--- src/rtl/bitvec_serializer_if.sv ---
// Valid/ready bundle for bitvec_serializer: parallel word in, serial bits out.
interface bitvec_serializer_if #(
    parameter int WIDTH = 6
);
    logic             in_valid;
    logic             in_ready;
    logic [WIDTH-1:0] in_data;
    logic             out_valid;
    logic             out_ready;
    logic             out_bit;
    logic             out_last;

    modport master (
        output in_valid, in_data, out_ready,
        input  in_ready, out_valid, out_bit, out_last
    );

    modport slave (
        input  in_valid, in_data, out_ready,
        output in_ready, out_valid, out_bit, out_last
    );
endinterface

--- src/rtl/bitvec_serializer.sv ---
// Parallel-to-serial stage: one WIDTH-bit word per handshake, one bit per beat.
// Define SERIALIZER_PARITY_EN to append an even-parity beat after the data.
module bitvec_serializer #(
    parameter int WIDTH     = 6,
    parameter int MSB_FIRST = 0,
    parameter int WCNT_W    = 8
) (
    input  logic              clk,
    input  logic              rst_n,
    bitvec_serializer_if.slave bus,
    output logic              busy,
    output logic [WCNT_W-1:0] word_cnt
);
`ifdef SERIALIZER_PARITY_EN
    localparam int NBEATS = WIDTH + 1;
`else
    localparam int NBEATS = WIDTH;
`endif
    localparam int CW = (NBEATS < 2) ? 1 : $clog2(NBEATS);
    localparam logic [CW-1:0] LASTB = CW'(NBEATS - 1);

    typedef enum logic {S_IDLE, S_SHIFT} state_t;

    state_t            r_state;
    logic [WIDTH-1:0]  r_sh;
    logic [CW-1:0]     r_cnt;
    logic [WCNT_W-1:0] r_wcnt;
    logic              w_xfer;
    logic              w_last;
    logic              w_dbit;
    logic              w_bit;
`ifdef SERIALIZER_PARITY_EN
    logic              r_par;
`endif

    assign w_dbit = (MSB_FIRST != 0) ? r_sh[WIDTH-1] : r_sh[0];
`ifdef SERIALIZER_PARITY_EN
    // Data register has drained to zero by the time the parity beat is up.
    assign w_bit = (r_cnt == CW'(WIDTH)) ? r_par : w_dbit;
`else
    assign w_bit = w_dbit;
`endif

    assign w_last        = (r_state == S_SHIFT) && (r_cnt == LASTB);
    assign w_xfer        = bus.out_valid && bus.out_ready;
    assign bus.in_ready  = rst_n && (r_state == S_IDLE);
    assign bus.out_valid = (r_state == S_SHIFT);
    assign bus.out_bit   = (r_state == S_SHIFT) ? w_bit : 1'b0;
    assign bus.out_last  = w_last;
    assign busy          = (r_state == S_SHIFT);
    assign word_cnt      = r_wcnt;

    always_ff @(posedge clk) begin
        if (!rst_n) begin
            r_state <= S_IDLE;
            r_sh    <= '0;
            r_cnt   <= '0;
            r_wcnt  <= '0;
`ifdef SERIALIZER_PARITY_EN
            r_par   <= 1'b0;
`endif
        end else begin
            unique case (r_state)
                S_IDLE: begin
                    if (bus.in_valid && bus.in_ready) begin
                        r_sh    <= bus.in_data;
                        r_cnt   <= '0;
                        r_state <= S_SHIFT;
`ifdef SERIALIZER_PARITY_EN
                        r_par   <= ^bus.in_data;
`endif
                    end
                end
                S_SHIFT: begin
                    if (w_xfer) begin
                        r_sh <= (MSB_FIRST != 0) ? (r_sh << 1) : (r_sh >> 1);
                        if (w_last) begin
                            r_cnt   <= '0;
                            r_wcnt  <= r_wcnt + 1'b1;
                            r_state <= S_IDLE;
                        end else begin
                            r_cnt <= r_cnt + 1'b1;
                        end
                    end
                end
                default: r_state <= S_IDLE;
            endcase
        end
    end
endmodule
--- src/flat_wrapper.sv ---
// flat-port wrapper written by rule: the top's interface ports become plain ports
module bitvec_serializer_flat 
#(
    parameter int WIDTH     = 6,
    parameter int MSB_FIRST = 0,
    parameter int WCNT_W    = 8
)
  (clk, rst_n, busy, word_cnt, bus_in_valid, bus_in_data, bus_out_ready, bus_in_ready, bus_out_valid, bus_out_bit, bus_out_last);
  bitvec_serializer_if #(.WIDTH(WIDTH)) bus_i ();
  input  logic clk;
  input  logic rst_n;
  output logic busy;
  output logic [WCNT_W-1:0] word_cnt;
  input wire logic [$bits(bus_i.in_valid)-1:0] bus_in_valid;
  input wire logic [$bits(bus_i.in_data)-1:0] bus_in_data;
  input wire logic [$bits(bus_i.out_ready)-1:0] bus_out_ready;
  output wire logic [$bits(bus_i.in_ready)-1:0] bus_in_ready;
  output wire logic [$bits(bus_i.out_valid)-1:0] bus_out_valid;
  output wire logic [$bits(bus_i.out_bit)-1:0] bus_out_bit;
  output wire logic [$bits(bus_i.out_last)-1:0] bus_out_last;
  assign bus_i.in_valid = bus_in_valid;
  assign bus_i.in_data = bus_in_data;
  assign bus_i.out_ready = bus_out_ready;
  assign bus_in_ready = bus_i.in_ready;
  assign bus_out_valid = bus_i.out_valid;
  assign bus_out_bit = bus_i.out_bit;
  assign bus_out_last = bus_i.out_last;
  bitvec_serializer #(.WIDTH(WIDTH), .MSB_FIRST(MSB_FIRST), .WCNT_W(WCNT_W)) u_core (.clk(clk), .rst_n(rst_n), .bus(bus_i), .busy(busy), .word_cnt(word_cnt));
endmodule
--- config.mk ---
export PLATFORM = sky130hd
export DESIGN_NAME = bitvec_serializer_flat
export DESIGN_NICKNAME = d
export VERILOG_FILES = /design/src/rtl/bitvec_serializer_if.sv /design/src/rtl/bitvec_serializer.sv /design/src/flat_wrapper.sv
export SDC_FILE = /design/constraint.sdc
export NUM_CORES = 1
export LEC_CHECK = 0
export ABC_CLOCK_PERIOD_IN_PS = 1800
export BUFFER_PORTS_ARGS = -buffer_cell sky130_fd_sc_hd__buf_2
export CORE_MARGIN = 5
export CORE_UTILIZATION = 50
export DETAILED_ROUTE_END_ITERATION = 10
export PLACE_DENSITY = 0.83
export SLEW_MARGIN = 0
export SYNTH_ARGS = -nofsm -noshare
export SYNTH_HDL_FRONTEND = slang
export SYNTH_SLANG_ARGS = --single-unit
--- constraint.sdc ---
create_clock -name clk -period 1.8 [get_ports clk]
set_input_delay 0.27 -clock clk [delete_from_list [all_inputs] [get_ports clk]]
set_output_delay 0.27 -clock clk [all_outputs]
set_load 0.01 [all_outputs]
**Yosys cells after proc, flatten, opt, wreduce, memory -nomap -nowiden**

Cells that the tools add are included.

- Equal/unequal tests: 3
- $add $sub $neg: 2
- Bitwise logic cells: 1
- Mux-type cells: 12
- Reductions and logical operators: 6

Operator list:

| cell | number |
|---|---|
| 2-to-1 mux 6 bit | 2 |
| case mux 6 bit (2 select lines) | 1 |
| 2-to-1 mux 3 bit | 3 |
| adder 8 x 1 -> 8 bit, second input constant | 1 |
| case mux 3 bit (2 select lines) | 1 |
| logical AND 1 bit | 4 |
| 2-to-1 mux 1 bit | 4 |
| != test 2 bit, second input constant | 2 |
| adder 3 x 1 -> 3 bit, second input constant | 1 |
| == test 3 bit, second input constant | 1 |
| AND reduction 3 bit | 1 |
| case mux 1 bit (2 select lines) | 1 |
| AND reduction 2 bit | 1 |
| inverter 1 bit | 1 |

- Bits of input ports: 10
- Word-level logic and storage cells: 28
- Register bits: 18

**Depth between registers and ports, before layout**

- Depth after elaboration: 5
- Depth in mapped cells: 6
- Gate-level depth less buffers: 5

**Worst setup path after synthesis**

OpenSTA, ideal clock, no wires.

- Path kind: register -> register
- Start: register u_core.r_cnt[0]
- End: register u_core.r_wcnt[4], in the netlist u_core.word_cnt[4]
- Setup time: 0.070 ns
- Arrival time: 1.305 ns
- Path buffers: 1
- Cell stages (with the launch flop): 6
- Setup slack: 0.425 ns
- Path through: dfxtp_1 -> ha_1 -> nand4_2 -> buf_4 -> or3_1 -> a21oi_1

- Word-level cells in the longest chain between the ends: 3

Ends and longest elaborated chain:

| what | RTL line | text |
|---|---|---|
| from (decl) | bitvec_serializer.sv:26 | `logic [CW-1:0] r_cnt;` |
| from (signal assigned) | bitvec_serializer.sv:82 | `r_cnt <= r_cnt + 1'b1;` |
| == test 3 bit | bitvec_serializer.sv:44 | `assign w_last = (r_state == S_SHIFT) && (r_cnt == LASTB);` |
| logical AND 1 bit | bitvec_serializer.sv:44 |  |
| AND reduction 3 bit (no source line) | -- |  |
| to (signal assigned) | bitvec_serializer.sv:79 | `r_wcnt <= r_wcnt + 1'b1;` |
| to (decl) | bitvec_serializer.sv:27 | `logic [WCNT_W-1:0] r_wcnt;` |

Every way passes these cells.
A chain may end at the register's enable or synchronous reset.

**Worst setup path in the final report**

- Start: register u_core.r_cnt[1]
- End: output port bus_out_last

- Word-level cells in the longest chain between the ends: 2

Ends and longest elaborated chain:

| what | RTL line | text |
|---|---|---|
| == test 3 bit | bitvec_serializer.sv:44 |  |
| logical AND 1 bit | bitvec_serializer.sv:44 |  |
| to (decl) | flat_wrapper.sv:20 | `output wire logic [$bits(bus_i.out_last)-1:0] bus_out_last;` |

Every way passes these cells.

==> summary.txt <==
Clock tree
  • Clock Tree Buf Depth: 2
  • CTS Hold Bufs: 0
  • Root buffer cell: clkbuf_4
  • Skew-Pair Late Insertion Delay: 290 ps
  • Clock transition at the registers of the reported paths: 110 ps
  • H-tree depth: 1
  • Post-CTS resize count: 0
  • CTS buffer count: 3
  • CTS tree: yes
  • Sink Count: 18
  • Postcts setup bufs: 0

Timing
  • Sum Neg Setup Slack: 0 ps
  • Fmax: 0.638 GHz
  • RSZ-0062 raised after global routing: false
  • Final worst slack: 234 ps
  • Final min period: 1570 ps
  • Setup violators final: 0
  • Slew @ Worst Pin: 268 ps
  • Final hold vios: 0
  • Period utilisation layout: 0.870
  • Count of final max-slew check failures: 0
  • Worst Skew: 6.34 ps
  • Rel. slew slack: 0.820

Synthesis
  • Yosys reg bits: 18
  • Post-synth net total: 113
  • Synth area leaders: dfxtp_1, mux2i_1, a21oi_1
  • Synthesis Warnings: 0
  • Share of the synthesized area in the top cell type: 0.398
  • Yosys cell types: 30
  • Async SR Flop Fraction: 0
  • Mapped cell area: 906 µm²
  • Syn avg cell area: 9.06 µm²
  • Post-synth EDFFs: 0
  • Most frequent cell after synthesis: dfxtp_1
  • Area leader, netlist: dfxtp_1
  • Gate Count Post-Synth: 100
  • Sequential fraction of the synthesis area: 0.398
  • Synth top cells by count: dfxtp_1, a21oi_1, mux2i_1
  • Ys flop type: dfxtp_1

Worst setup path
  • CP max stage cell: dfxtp_1
  • CP endpoint kind: primary output
  • CP Cell Sequence: inv_1 > ha_1 > and3_1 > buf_2
  • Critical path class: reg2out
  • Buf/Inv on CP: 2
  • Worst Path Max Fanout: 4
  • Worst Path Required: 1530 ps
  • CP delay by family, top: flip-flops
  • Critical Path AT: 1300 ps
  • CP Launch Type: flip-flop
  • Max incr delay on CP: 360 ps

Routing
  • DR pass1 iterations: 4
  • Vias per Instance: 5.34
  • DR iter-0 viols: 9
  • M1 WL: 870 µm
  • Post-route ant nets: 0
  • Routed wl met2: 876 µm
  • Routed length per instance: 12.4 µm
  • Metal3 WL: 99 µm
  • Total wire length: 1860 µm
  • Uppermost layer routed: met4
  • Residual DRC: 0
  • Routed via count: 796

Placed design
  • Placer Congestion: 0.825
  • Number of port buffers: 22
  • Post-place setup slack: 249 ps
  • Post-DP HPWL: 1440 µm
  • Placed inst area: 1030 µm²

Pwr
  • Seq pwr share: 0.554
  • Clock share of power: 0.327
  • Leakage: 0.000448 µW
  • Sw Share: 0.242
  • Comb pwr share: 0.119
  • Power Total: 760 µW
  • Internal power: 576 µW
  • Switching power: 184 µW
  • Peak supply drop: 0.355 mV
  • Pwr dens: 712 nW/µm²

Final layout
  • Antenna diode count: 0
  • Fillers: 164
  • Area of the multi-input gates: 492 µm²
  • Final instance area: 1070 µm²
  • Final net count: 138
  • P&R area growth vs syn: 17.8%
  • Layout cells sized above 1: 0.266
  • Register area: 360 µm²

GRT
  • Vias in the first global route: 757
  • Pin count of the biggest net entering global routing: 21
  • GRT Util Overall: 0.151
  • Antenna violations before repair: 0
  • First-pass GRT wire length: 3190 µm
  • Gr ovfl total: 0

Die
  • DIE AREA: 2760 µm²
  • Io pins: 23
  • Cell row count: 15
  • Initial Utilization: 0.525
  • Die extent in x: 52.6 µm
  • Floorplan core area: 1730 µm²
  • Die height: 52.6 µm

Worst hold path
  • Class of the worst hold path: in2reg

Flow run
  • Max Cap Viol: 0

Run status
  • Status: finished, final reports clean
[metal layers]
metal | GRT usage | vias to the layer above
met5 | 0 | -
met4 | 0.0383 | 0
met3 | 0.0313 | 2
met2 | 0.258 | 16
met1 | 0.190 | 364
li1 | - | 414
[cell usage in the layout (no fill, tap or decap), types with 2 or more instances in the layout]
cell / instances
a211oi_1: 5
a21oi_1: 10
buf_2: 22
buf_4: 3
clkbuf_4: 3
dfxtp_1: 18
ha_1: 3
inv_1: 3
mux2i_1: 8
nand2_1: 6
nand3_1: 7
nand3b_1: 2
nand4b_1: 2
nor2_1: 3
nor3_1: 5
o21ai_0: 5
o31ai_1: 2
or3_1: 3
or4_1: 2
[registers in the layout (all words and copies together), names as in the netlist]
| signal | flops |
|---|---|
| u_core.r_sh | 6 |
| u_core.word_cnt | 8 |
| u_core.r_cnt | 3 |
| u_core.bus.out_valid | 1 |
[stage by stage]
| step | utilization | instances | hold WS (ps) |
|---|---|---|---|
| finish | 0.618 | 149 | 256 |
| CTS | 0.618 | 149 | 243 |
| global route | 0.618 | 149 | 267 |
| global placement | 0.597 | 145 | 441 |
| detailed placement | 0.597 | 145 | 471 |
| floorplan | - | 100 | 359 |
[worst register-to-register path, stage by stage, from the launching register on]
cell and delay (ps):
dfxtp_1 380, ha_1 250, nand4_2 160, buf_4 210
or3_1 340, a21oi_1 150
[final timing paths]
kind / startpoint / endpoint / slack (ps) / cells past startpoint
setup / recovery: u_core.r_cnt[1]$_SDFFE_PN0P_ / bus_out_last / 230 / 4
hold / removal: bus_out_ready / u_core.bus.out_valid$_SDFF_PN0_ / 260 / 2
setup reg to reg: u_core.r_cnt[0]$_SDFFE_PN0P_ / u_core.word_cnt[3]$_SDFFE_PN0P_ / 250 / 5
hold reg to reg: u_core.word_cnt[7]$_SDFFE_PN0P_ / u_core.word_cnt[7]$_SDFFE_PN0P_ / 480 / 2
[kinds of logic (layout without fill, tap and decap cells)]
family | after synthesis | in the layout | share of synthesized area
AO/OA/AOI/OAI | 22 | 22 | 0.141
XOR/XNOR | 1 | 1 | 0.00967
adder cells (fa/ha/maj) | 3 | 3 | 0.0414
buffers and inverters | 9 | 33 | 0.0594
flip-flops | 18 | 18 | 0.398
multiplexers | 8 | 8 | 0.0884
AND/OR/NAND/NOR | 39 | 39 | 0.262
[power groups by stage]
stage	Combinational [µW]	Clock (µW)	Sequential, µW
CTS	91.5	257	421
detailed placement	91.6	0	430
global placement	87.5	0	429
finish	90.7	248	421
floorplan	63.6	0	429
global route	102	273	423
[layout make-up]
cell class | instances | share of cell area
Sequential cell | 18 | 0.338
Multi-Input combinational cell | 73 | 0.461
Tap cell | 25 | 0.0293
Timing Repair Buffer | 25 | 0.124
Inverter | 4 | 0.0141
Clock buffer | 4 | 0.0340
No activity file was read; power rests on OpenSTA's default activity.
